$ cat src/rtl/rr_arb4.sv
// rr_arb4: four-requester round-robin arbiter with hold-time preemption and a one-cycle gap between owners
module rr_arb4 #(
    parameter int MAX_HOLD = 8
) (
    input  logic       CLK,
    input  logic       RSTN,
    input  logic [3:0] REQ,
    output logic [3:0] GNT,
    output logic [1:0] OWNER,
    output logic       BUSY,
    output logic       PREEMPT
);
    localparam logic [7:0] LIM = 8'(MAX_HOLD);
    typedef enum logic [1:0] {IDLE, GRANT, GAP} state_t;
    state_t     state, state_n;
    logic [1:0] ptr, ptr_n, owner_n, win;
    logic [7:0] hold, hold_n;
    logic       found, others, timeout, release_now, preempt_n;
    always_ff @(posedge CLK) begin
        if (!RSTN) begin
            state   <= IDLE;
            ptr     <= 2'd0;
            hold    <= 8'd0;
            OWNER   <= 2'd0;
            PREEMPT <= 1'b0;
        end else begin
            state   <= state_n;
            ptr     <= ptr_n;
            hold    <= hold_n;
            OWNER   <= owner_n;
            PREEMPT <= preempt_n;
        end
    end
    // scan downward so the request closest to ptr is the last (winning) assignment
    always_comb begin
        found = 1'b0;
        win   = ptr;
        for (int k = 3; k >= 0; k--) begin
            if (REQ[ptr + 2'(k)]) begin
                found = 1'b1;
                win   = ptr + 2'(k);
            end
        end
    end
    always_comb begin
        others      = |(REQ & ~(4'b0001 << OWNER));
        timeout     = (LIM != 8'd0) && (hold >= LIM) && others;
        release_now = !REQ[OWNER];
        state_n     = (state == GRANT) ? ((release_now || timeout) ? GAP : GRANT)
                                       : (found ? GRANT : IDLE);
        ptr_n       = (state == GRANT && state_n == GAP) ? OWNER + 2'd1 : ptr;
        owner_n     = (state != GRANT && found) ? win : OWNER;
        hold_n      = (state != GRANT) ? (found ? 8'd1 : hold)
                                       : ((hold == 8'd255) ? hold : hold + 8'd1);
        preempt_n   = (state == GRANT) && !release_now && timeout;
    end
    always_comb begin
        BUSY = (state == GRANT);
        GNT  = BUSY ? (4'b0001 << OWNER) : 4'b0000;
    end
endmodule

$ cat config.mk
export PLATFORM = sky130hd
export DESIGN_NAME = rr_arb4
export DESIGN_NICKNAME = d
export VERILOG_FILES = /design/src/rtl/rr_arb4.sv
export SDC_FILE = /design/constraint.sdc
export NUM_CORES = 1
export LEC_CHECK = 0
export ABC_AREA = 0
export ABC_CLOCK_PERIOD_IN_PS = 1400
export CAP_MARGIN = 20
export CORE_UTILIZATION = 46
export DETAILED_ROUTE_END_ITERATION = 10
export GPL_TIMING_DRIVEN = 0
export PLACE_DENSITY = 0.78
export SLEW_MARGIN = 20
export SYNTH_ARGS = -nofsm -noshare
export SYNTH_HDL_FRONTEND = slang
export SYNTH_SLANG_ARGS = --single-unit
$ cat constraint.sdc
create_clock -name CLK -period 1.4 [get_ports CLK]
set_clock_uncertainty 0.1 [all_clocks]
set_input_delay 0.14 -clock CLK [delete_from_list [all_inputs] [get_ports CLK]]
set_output_delay 0.14 -clock CLK [all_outputs]
set_load 0.005 [all_outputs]
==> results of run 1 <==
[state kept, by name (all words and copies together) (netlist names)]
| register | count |
|---|---|
| OWNER | 2 |
| ptr | 2 |
| PREEMPT | 1 |
| state | 2 |
| hold | 8 |
[power by group through the flow]
| stage | registers (mW) | clock network [mW] | logic, mW |
|---|---|---|---|
| finish | 0.472 | 0.249 | 0.329 |
| global route | 0.475 | 0.277 | 0.349 |
| CTS | 0.472 | 0.247 | 0.271 |
| detailed placement | 0.485 | 0 | 0.223 |
| global placement | 0.484 | 0 | 0.218 |
| floorplan | 0.480 | 0 | 0.137 |
[routing by layer]
layer,track usage [%],vias to the layer above
met5,0,-
met4,8.824,0
met3,5.882,4
met2,45.56,37
met1,34.93,477
li1,-,462
[placed cells by master, fill, tap and decap left out, types with 2 or more instances in the layout]
cell type | netlist | final
clkbuf_1 | 1 | 2
dlygate4sd2_1 | 0 | 7
clkdlybuf4s50_1 | 0 | 2
buf_6 | 1 | 6
ha_4 | 0 | 4
nor2_1 | 9 | 8
xnor2_1 | 6 | 6
o21ai_0 | 6 | 5
nor3b_2 | 1 | 2
a31oi_1 | 2 | 2
nor2b_1 | 3 | 3
nor3_4 | 0 | 3
mux2i_1 | 2 | 2
nand2_1 | 11 | 11
o22ai_4 | 0 | 2
a21oi_1 | 2 | 2
dfxtp_1 | 15 | 5
nor4_4 | 0 | 4
and2_1 | 5 | 5
nand3_1 | 5 | 4
dfxtp_4 | 0 | 7
dfxtp_2 | 0 | 3
clkbuf_4 | 0 | 3
inv_1 | 10 | 8
inv_2 | 0 | 2
buf_4 | 0 | 17
[layout make-up]
class	instances	area [um^2]	share of cell area, %
Buffer	1	3.754	0.2463
Clock buffer	4	26.28	1.724
Inverter	11	46.29	3.038
Multi-Input combinational cell	82	770.7	50.57
Sequential cell	15	330.3	21.67
Tap cell	25	31.28	2.053
Timing Repair Buffer	36	310.3	20.36
Timing Repair inverter	1	5.005	0.3284
[what timing repair did]
action                     4_1_cts  5_1_grt
gates cloned                     0        2
setup buffers                   14       10
pin swaps                       12       16
setup endpoints to repair       20       18
gates resized for setup         47       19
[metrics by stage]
| step | setup slack, ns | cell area [um^2] | cells | TNS (ns) |
|---|---|---|---|---|
| 3_5_place_dp | -0.5511 | 1124 | 147 | -6.478 |
| 3_3_place_gp | -0.5022 | 1124 | 147 | -5.847 |
| 4_1_cts | -0.1882 | 1381 | 164 | -1.410 |
| 6_report | -0.2203 | 1524 | 175 | -2.251 |
| 5_1_grt | -0.2792 | 1524 | 175 | -3.072 |
| 2_1_floorplan | -0.05822 | 962.2 | 109 | -0.3341 |
[how the worst max path moves through the flow]
stage               slack (ns)  cells after the start     start  endpoint
finish                   -0.22                      5  OWNER[0]  state[0]
floorplan                -0.06                      3  OWNER[0]    ptr[0]
detailed placement       -0.55                      7    REQ[0]   hold[3]
global placement         -0.50                      7    REQ[0]   hold[4]
CTS                      -0.19                      4  OWNER[0]    ptr[0]
global route             -0.28                      4  OWNER[0]    ptr[1]
[worst min-delay path: stages]
cell and delay, ns:
dlymetal6s2s_1 0.21, nor4_4 0.09, nor2_1 0.14, a31oi_1 0.13
[logic make-up after synthesis]
logic type	after synthesis	share of synthesized area [%]
buf+inv	13	6.232
simple gates	48	28.53
fa+ha+maj	6	8.310
xor+xnor	6	5.817
mux	3	4.709
flops	15	33.24
compound gates	18	13.16
==> flow_metrics.py, run 1 <==
metrics = {
    "timing": {
        "hold_slack_ns": 0.3580,
        "maxSlewViolCount": 0,
        "hold_violations": 0,
        "setup_ws_ns": -0.2203,
        "fmax_mhz": 617.2,
        "fin_crit_ns": 1.620,
        "worst_slew_pin_slew_ns": 0.4389,
        "slew_headroom_pct": 70.74,
        "rsz0062_at_grt": "yes",
        "min_period_over_period_pct": 115.7,
        "setup_viol": 15,
    },
    "power": {
        "irDropWorstVdd_v": 0.0005117,
        "powerDensity_nw_per_um2": 689.5,
        "p_int_mw": 0.7174,
        "power_frac_seq_pct": 44.9,
        "p_total_mw": 1.051,
        "combinationalPowerShare_pct": 31.3,
        "p_leak_nw": 0.5880,
        "p_sw_mw": 0.3333,
        "pwr-share-clk_pct": 23.7,
        "swShare_pct": 31.72,
    },
    "route": {
        "drc": 0,
        "drt-total-wl_mm": 2.878,
        "wl_met3_um": 147,
        "m1WireLength_mm": 1.192,
        "dr.max_layer_used": "met4",
        "wl_met2_mm": 1.510,
        "drt.antenna.violating_nets": 0,
        "vias": 980,
        "wl_per_cell_um": 16.45,
        "drtIter0Drc": 54,
        "via_per_inst": 5.600,
        "dr.pass1.iters": 4,
    },
    "outcome": {
        "status": "finished, violations left",
        "violations": "negative setup slack",
    },
    "logic_synthesis": {
        "synth-edff-count": 0,
        "synthCells": 109,
        "synth_fp_nets": 121,
        "yosys_warnings": 0,
        "synth_top_area_share_pct": 33.24,
        "ys_ff_latch": 15,
        "synth.distinct_cells": 33,
        "synth_ff_type": "dfxtp_1",
        "netlist_area_um2": 903.4,
        "syn_area_per_cell_um2": 8.288,
        "synthTopCellsByArea": "dfxtp_1, ha_1, xnor2_1, nand2_1, inv_1",
        "synth_most_common_cell": "dfxtp_1",
        "async_reset_ff_share_pct": 0,
        "ys_seq_area_share_pct": 33.24,
        "synth_top_cell_by_area": "dfxtp_1",
        "synth_commonest_cells": "dfxtp_1, nand2_1, inv_1",
    },
    "floorplan": {
        "rows": 15,
        "initial_core_util_pct": 50.67,
        "die_w_um": 46.32,
        "io_pins": 14,
        "die_h_um": 46.32,
        "die_area_um2": 2145,
        "core_um2": 1783,
    },
    "clock_tree": {
        "clk_path_buf_depth": 2,
        "cts_tree": "done",
        "root_buffer": "clkbuf_4",
        "cts-hold-fix-buffers": 0,
        "cts_made_buffers": 3,
        "clk_transition_reported_paths_ns": 0.08,
        "cts_max_level": 1,
        "clock_sinks": 15,
        "clk_latency_ns": 0.29,
    },
    "setup_path": {
        "endpoint_kind": "flop",
        "worst-path-buf-inv": 2,
        "ff2ff_path_depth": 5,
        "r2r_setup_slack_ns": -0.22,
        "slowest_stage": "mux4_2",
        "worstSetupPathType": "flop to flop",
        "cp.arrival_ns": 1.72,
        "path_max_fanout": 5,
        "r2r-end": "state[0]",
        "crit_family": "multiplexers",
        "rr_startpoint": "OWNER[0]",
        "crit_chain": "buf_6 -> mux4_2 -> a21oi_4 -> buf_4 -> nor3b_2",
        "slowest_delay_ns": 0.53,
        "worst_ep_required_time_ns": 1.49,
        "crit_path_start_kind": "flop",
    },
    "global_routing": {
        "grt_use_total_pct": 27.46,
        "grt_pass1_vias": 889,
        "grt_overflow_total": 0,
        "grt_pass1_wl_mm": 4.050,
        "antenna_found_initial": 0,
        "grt_start_max_net_pins": 11,
    },
    "cells_and_area": {
        "nFillCells": 88,
        "final_nets": 163,
        "n_antenna_cell": 0,
        "drive_above_1_share_pct": 46.67,
        "fin_util_pct": 85.47,
        "syn_to_final_growth_pct": 68.70,
    },
    "worst_hold_path": {
        "hold_end": "OWNER[1]",
        "hp-start": "REQ[0]",
        "whs_path_depth": 4,
        "min_path_type": "input pin to flop",
    },
    "placement": {
        "gp_congestion": 0.9468,
        "hpwl_mm": 1.469,
        "port_buffers": 13,
    },
    "flow_run": {
        "drv_cap": 0,
    },
}
Note: power is estimated with default switching activity, not from simulation.
==> inputs of run 2 (changes only) <==
--- a/config.mk
+++ b/config.mk
@@ -12,7 +12,9 @@
 export DETAILED_ROUTE_END_ITERATION = 10
 export GPL_TIMING_DRIVEN = 0
 export PLACE_DENSITY = 0.78
+export REMOVE_ABC_BUFFERS = 1
 export SLEW_MARGIN = 20
 export SYNTH_ARGS = -nofsm -noshare
 export SYNTH_HDL_FRONTEND = slang
 export SYNTH_SLANG_ARGS = --single-unit
+export TNS_END_PERCENT = 100
==> run 2 against run 1 <==
- the flow still finishes with violations (negative setup slack)
- total power rose by 2.2%
- sequential power rose by 1%
- global-route usage rose by 1.8 points
- critical path type unchanged
- via count rose by 0.20%
- first-iteration DRC count fell by 37%
- non-clock buffer count fell by 4
- utilization fell by 2.2 points
- sequential share of layout area barely moved
- clock-buffer cell count did not move
- fmax rose by 3.6%
- sequential cell count did not move
- combinational power rose by 8.8%
==> flow_metrics.py, run 2 (same netlist as run 1, synthesis figures left out) <==
metrics = {
    "floorplan": {
        "die_w_um": 46.32,
        "die_area_um2": 2145,
        "die_h_um": 46.32,
        "io_pins": 14,
        "rows": 15,
        "core_um2": 1783,
        "initial_core_util_pct": 50.67,
    },
    "setup_path": {
        "rr_startpoint": "OWNER[0]",
        "ff2ff_path_depth": 3,
        "slowest_delay_ns": 0.57,
        "r2r_setup_slack_ns": -0.16,
        "crit_path_start_kind": "flop",
        "worst_ep_required_time_ns": 1.50,
        "crit_start": "OWNER[0]",
        "slowest_stage": "mux4_2",
        "worstSetupPathType": "flop to flop",
        "path_depth": 3,
        "endpoint_kind": "flop",
        "crit_chain": "mux4_2 -> a21oi_4 -> mux2i_1",
        "cp.arrival_ns": 1.67,
        "r2r-end": "ptr[1]",
        "crit_family": "multiplexers",
        "worst-path-buf-inv": 0,
        "path_max_fanout": 5,
    },
    "global_routing": {
        "grt_overflow_total": 0,
        "grt_start_max_net_pins": 13,
        "grt_pass1_vias": 926,
        "grt_pass1_wl_mm": 4.388,
        "antenna_found_initial": 0,
        "grt_use_total_pct": 29.27,
    },
    "timing": {
        "rsz0062_at_grt": "yes",
        "setup_ws_ns": -0.1643,
        "worst_slew_pin_slew_ns": 0.4608,
        "setup_tns_ns": -1.401,
        "fin_crit_ns": 1.564,
        "fmax_mhz": 639.3,
        "maxSlewViolCount": 0,
        "setup_viol": 17,
        "hold_violations": 0,
        "min_period_over_period_pct": 111.7,
        "slew_headroom_pct": 69.18,
        "hold_slack_ns": 0.3102,
    },
    "route": {
        "via_per_inst": 5.776,
        "vias": 982,
        "drc": 0,
        "drt-total-wl_mm": 2.945,
        "drt.antenna.violating_nets": 0,
        "drtIter0Drc": 34,
        "wl_per_cell_um": 17.32,
        "dr.pass1.iters": 4,
    },
    "outcome": {
        "violations": "negative setup slack",
        "status": "finished, violations left",
    },
    "cells_and_area": {
        "final_nets": 158,
        "largest_register": "hold",
        "syn_to_final_growth_pct": 64.27,
        "fin_util_pct": 83.23,
        "largest_reg_flops": 8,
        "n_antenna_cell": 0,
        "final_cell_mix": "buf_6, buf_4, nand2_1, inv_1, nor2_1",
        "drive_above_1_share_pct": 48.28,
        "nFillCells": 102,
        "final_area_um2": 1484,
    },
    "power": {
        "irDropWorstVdd_v": 0.0007509,
        "p_total_mw": 1.073,
        "p_leak_nw": 0.5960,
        "powerDensity_nw_per_um2": 723.3,
    },
    "clock_tree": {
        "clock_sinks": 15,
        "clk_latency_ns": 0.28,
        "cts_made_buffers": 3,
        "clk_path_buf_depth": 2,
        "clk_transition_reported_paths_ns": 0.08,
        "root_buffer": "clkbuf_4",
        "cts_tree": "done",
        "cts-hold-fix-buffers": 0,
        "cts_max_level": 1,
    },
    "placement": {
        "hpwl_mm": 1.439,
        "port_buffers": 13,
        "dpl_cell_area_um2": 1050,
        "gp_congestion": 0.7989,
    },
    "worst_hold_path": {
        "hp-start": "REQ[0]",
        "whs_path_depth": 4,
        "min_path_type": "input pin to flop",
        "hold_end": "OWNER[1]",
    },
    "flow_run": {
        "drv_cap": 0,
    },
}
[run 2: metal layers]
metal  GRT usage [%]  vias up  share of wire [%]
li1                -      450                  -
met1           35.48      478                 42
met5               0        -                  0
met4           10.59        0                3.1
met3           8.235       13                5.3
met2           48.61       41                 49
[run 2: worst reg2reg max path: stages, from the launching register on]
cell,delay (ns)
dfxtp_4,0.40
mux4_2,0.57
a21oi_4,0.23
mux2i_1,0.20
[run 2: final cells by class]
| type | instances | area (um^2) | share of cell area, % |
|---|---|---|---|
| flip-flops and latches | 15 | 321.6 | 21.67 |
| repair buffers | 33 | 301.5 | 20.32 |
| clock buffers | 4 | 26.28 | 1.771 |
| multi-input cells | 82 | 752.0 | 50.67 |
| inverters | 11 | 51.30 | 3.457 |
| well taps | 25 | 31.28 | 2.108 |
[run 2: through the flow]
step,setup WS (ns),std cells
after detailed placement,-0.5686,145
after floorplan,-0.1866,107
after global placement,-0.5172,145
after global routing,-0.2277,170
final,-0.1643,170
after CTS,-0.1492,165
[run 2: how the worst max path moves through the flow]
stage / to / slack, ns
finish: ptr[1] / -0.16
global route: ptr[1] / -0.23
CTS: ptr[0] / -0.15
detailed placement: hold[3] / -0.57
global placement: hold[4] / -0.52
floorplan: ptr[0] / -0.19
[run 2: what timing repair did]
item | 4_1_cts | 5_1_grt
pin swaps | 11 | 14
setup endpoints to repair | 22 | 18
buffers inserted | 15 | 5
gates resized for setup | 67 | 20
hold endpoints to repair | 0 | 0
gates cloned | 1 | 0
[run 2: power breakdown]
part           total, mW  switching [mW]  internal (mW)
clock              0.237           0.127          0.110
sequential         0.478          0.0303          0.448
combinational      0.358           0.174          0.184
total               1.07           0.331          0.742
==> inputs of run 3 (changes only) <==
--- a/config.mk
+++ b/config.mk
@@ -8,6 +8,7 @@
 export ABC_AREA = 0
 export ABC_CLOCK_PERIOD_IN_PS = 1400
 export CAP_MARGIN = 20
+export CORE_MARGIN = 5
 export CORE_UTILIZATION = 46
 export DETAILED_ROUTE_END_ITERATION = 10
 export GPL_TIMING_DRIVEN = 0
==> run 3 against run 2 <==
- sequential cell count unchanged
- utilization decreased by 6.1 points
- combinational power decreased by 8.4%
- fmax decreased by 4.9%
- clock power increased by 11%
- first-iteration DRC count increased by 5.9%
- the flow still finishes with violations (negative setup slack)
- sequential power decreased by 1%
- register-to-register slack got worse by 0.08 ns
==> flow_metrics.py, run 3 (same netlist as run 1, synthesis figures left out) <==
metrics = {
    "clock_tree": {
        "clk_path_buf_depth": 2,
        "cts_made_buffers": 3,
        "root_buffer": "clkbuf_4",
        "clk_transition_reported_paths_ns": 0.10,
        "cts_max_level": 1,
        "clock_sinks": 15,
        "cts_tree": "done",
        "clk_latency_ns": 0.30,
    },
    "floorplan": {
        "initial_core_util_pct": 47.01,
        "core_um2": 1922,
        "die_h_um": 54.32,
        "die_w_um": 54.32,
        "rows": 16,
        "die_area_um2": 2950,
        "io_pins": 14,
    },
    "global_routing": {
        "grt_use_total_pct": 19.24,
        "grt_start_max_net_pins": 13,
        "grt_pass1_wl_mm": 4.002,
        "grt_pass1_vias": 825,
        "antenna_found_initial": 0,
        "grt_overflow_total": 0,
    },
    "timing": {
        "fin_crit_ns": 1.644,
        "setup_ws_ns": -0.2443,
        "maxSlewViolCount": 0,
        "hold_violations": 0,
        "fmax_mhz": 608.2,
        "rsz0062_at_grt": "yes",
        "setup_viol": 16,
        "min_period_over_period_pct": 117.4,
        "worst_slew_pin_slew_ns": 0.4505,
        "slew_headroom_pct": 69.87,
    },
    "setup_path": {
        "crit_start": "hold[6]",
        "crit_family": "simple AND/OR/NAND/NOR gates",
        "worst_ep_required_time_ns": 1.54,
        "path_max_fanout": 3,
        "crit_chain": "or4_4 -> o22ai_4 -> a21oi_4 -> buf_4 -> nor3b_2",
        "worst-path-buf-inv": 1,
        "cp.arrival_ns": 1.78,
        "endpoint_kind": "flop",
        "crit_path_start_kind": "flop",
        "worstSetupPathType": "flop to flop",
        "slowest_stage": "or4_4",
        "slowest_delay_ns": 0.55,
        "rr_startpoint": "hold[6]",
    },
    "power": {
        "p_total_mw": 1.064,
        "p_leak_nw": 0.5947,
        "powerDensity_nw_per_um2": 717.9,
        "irDropWorstVdd_v": 0.0005403,
    },
    "cells_and_area": {
        "syn_to_final_growth_pct": 64.13,
        "regArea_um2": 322.8,
        "multi_input_area_um2": 744.5,
        "final_cell_mix": "buf_4, nand2_1, buf_6, nor2_1",
        "finalNonFillerCells": 172,
        "final_nets": 158,
        "fin_util_pct": 77.15,
        "layout_commonest_cell": "buf_4",
        "drive_above_1_share_pct": 47.59,
        "nFillCells": 134,
        "n_antenna_cell": 0,
        "largest_reg_flops": 8,
        "largest_register": "hold",
    },
    "placement": {
        "hpwl_mm": 1.465,
        "place_worst_setup_slack_ns": -0.5199,
        "port_buffers": 13,
        "post-place-cells": 147,
        "gp_congestion": 0.8047,
    },
    "route": {
        "dr.pass1.iters": 4,
        "drc": 0,
        "via_per_inst": 5.512,
        "drt-total-wl_mm": 2.925,
        "drtIter0Drc": 36,
        "vias": 948,
        "drt.antenna.violating_nets": 0,
        "wl_per_cell_um": 17.01,
    },
    "flow_run": {
        "drv_cap": 0,
    },
    "outcome": {
        "status": "finished, violations left",
        "violations": "negative setup slack",
    },
    "worst_hold_path": {
        "hp-start": "REQ[1]",
        "min_path_type": "input pin to flop",
    },
}
[run 3: cell types whose count changed in the layout (fill, tap and decap cells not counted), sizes merged]
| cell | previous run | this run |
|---|---|---|
| inv | 10 | 11 |
| clkbuf | 6 | 3 |
| clkdlybuf4s15 | 0 | 1 |
| dlygate4sd2 | 6 | 3 |
| clkdlybuf4s50 | 2 | 3 |
| dlymetal6s2s | 1 | 3 |
| buf | 22 | 23 |
[run 3: stage by stage]
stage               hold slack (ns)  area (um^2)  TNS [ns]
floorplan                    0.1617        888.4   -0.8403
global placement             0.3738         1052    -6.401
global route                 0.2560         1483    -3.139
finish                       0.2021         1483    -2.243
CTS                          0.3993         1318    -1.858
detailed placement           0.3865         1052    -6.694
[run 3: final timing paths]
kind               to  slack (ns)  depth (start not counted)
max          state[0]       -0.24                          5
min          OWNER[1]        0.20                          4
max reg2reg  state[0]       -0.24                          5
min reg2reg    ptr[0]        0.40                          2
[run 3: metal layers]
| layer | part of all wire (%) | GRT usage, % | vias up |
|---|---|---|---|
| met1 | 40 | 23.68 | 462 |
| met3 | 3.6 | 2.452 | 7 |
| met2 | 54 | 33.67 | 29 |
| met4 | 2.5 | 7.469 | 0 |
| met5 | 0 | 0 | - |
| li1 | - | - | 450 |
[run 3: power by group]
| group | total (mW) | switching (mW) | internal [mW] |
|---|---|---|---|
| Combinational | 0.328 | 0.163 | 0.166 |
| Clock | 0.263 | 0.156 | 0.107 |
| Sequential | 0.473 | 0.0256 | 0.448 |
| Total | 1.06 | 0.345 | 0.720 |
[run 3: worst reg2reg max path: stages, from the launching register on]
cell and delay, ns:
dfxtp_2 0.34, or4_4 0.55, o22ai_4 0.19, a21oi_4 0.11
buf_4 0.15, nor3b_2 0.15
[run 3: layout make-up]
| cell class | instances | share of cell area, % |
|---|---|---|
| Tap cell | 27 | 2.278 |
| Sequential cell | 15 | 21.77 |
| Timing Repair Buffer | 33 | 20.59 |
| Multi-Input combinational cell | 82 | 50.21 |
| Inverter | 11 | 3.291 |
| Clock buffer | 3 | 1.519 |
| Clock inverter | 1 | 0.3376 |
[run 3: repair_timing]
item                                    in CTS  in global routing
hold buffers                                 0                  0
endpoints found under the setup margin      21                 19
pin swaps                                    6                 15
setup buffers                               14                  7
cloned                                       0                  1
resized for setup                           53                 30
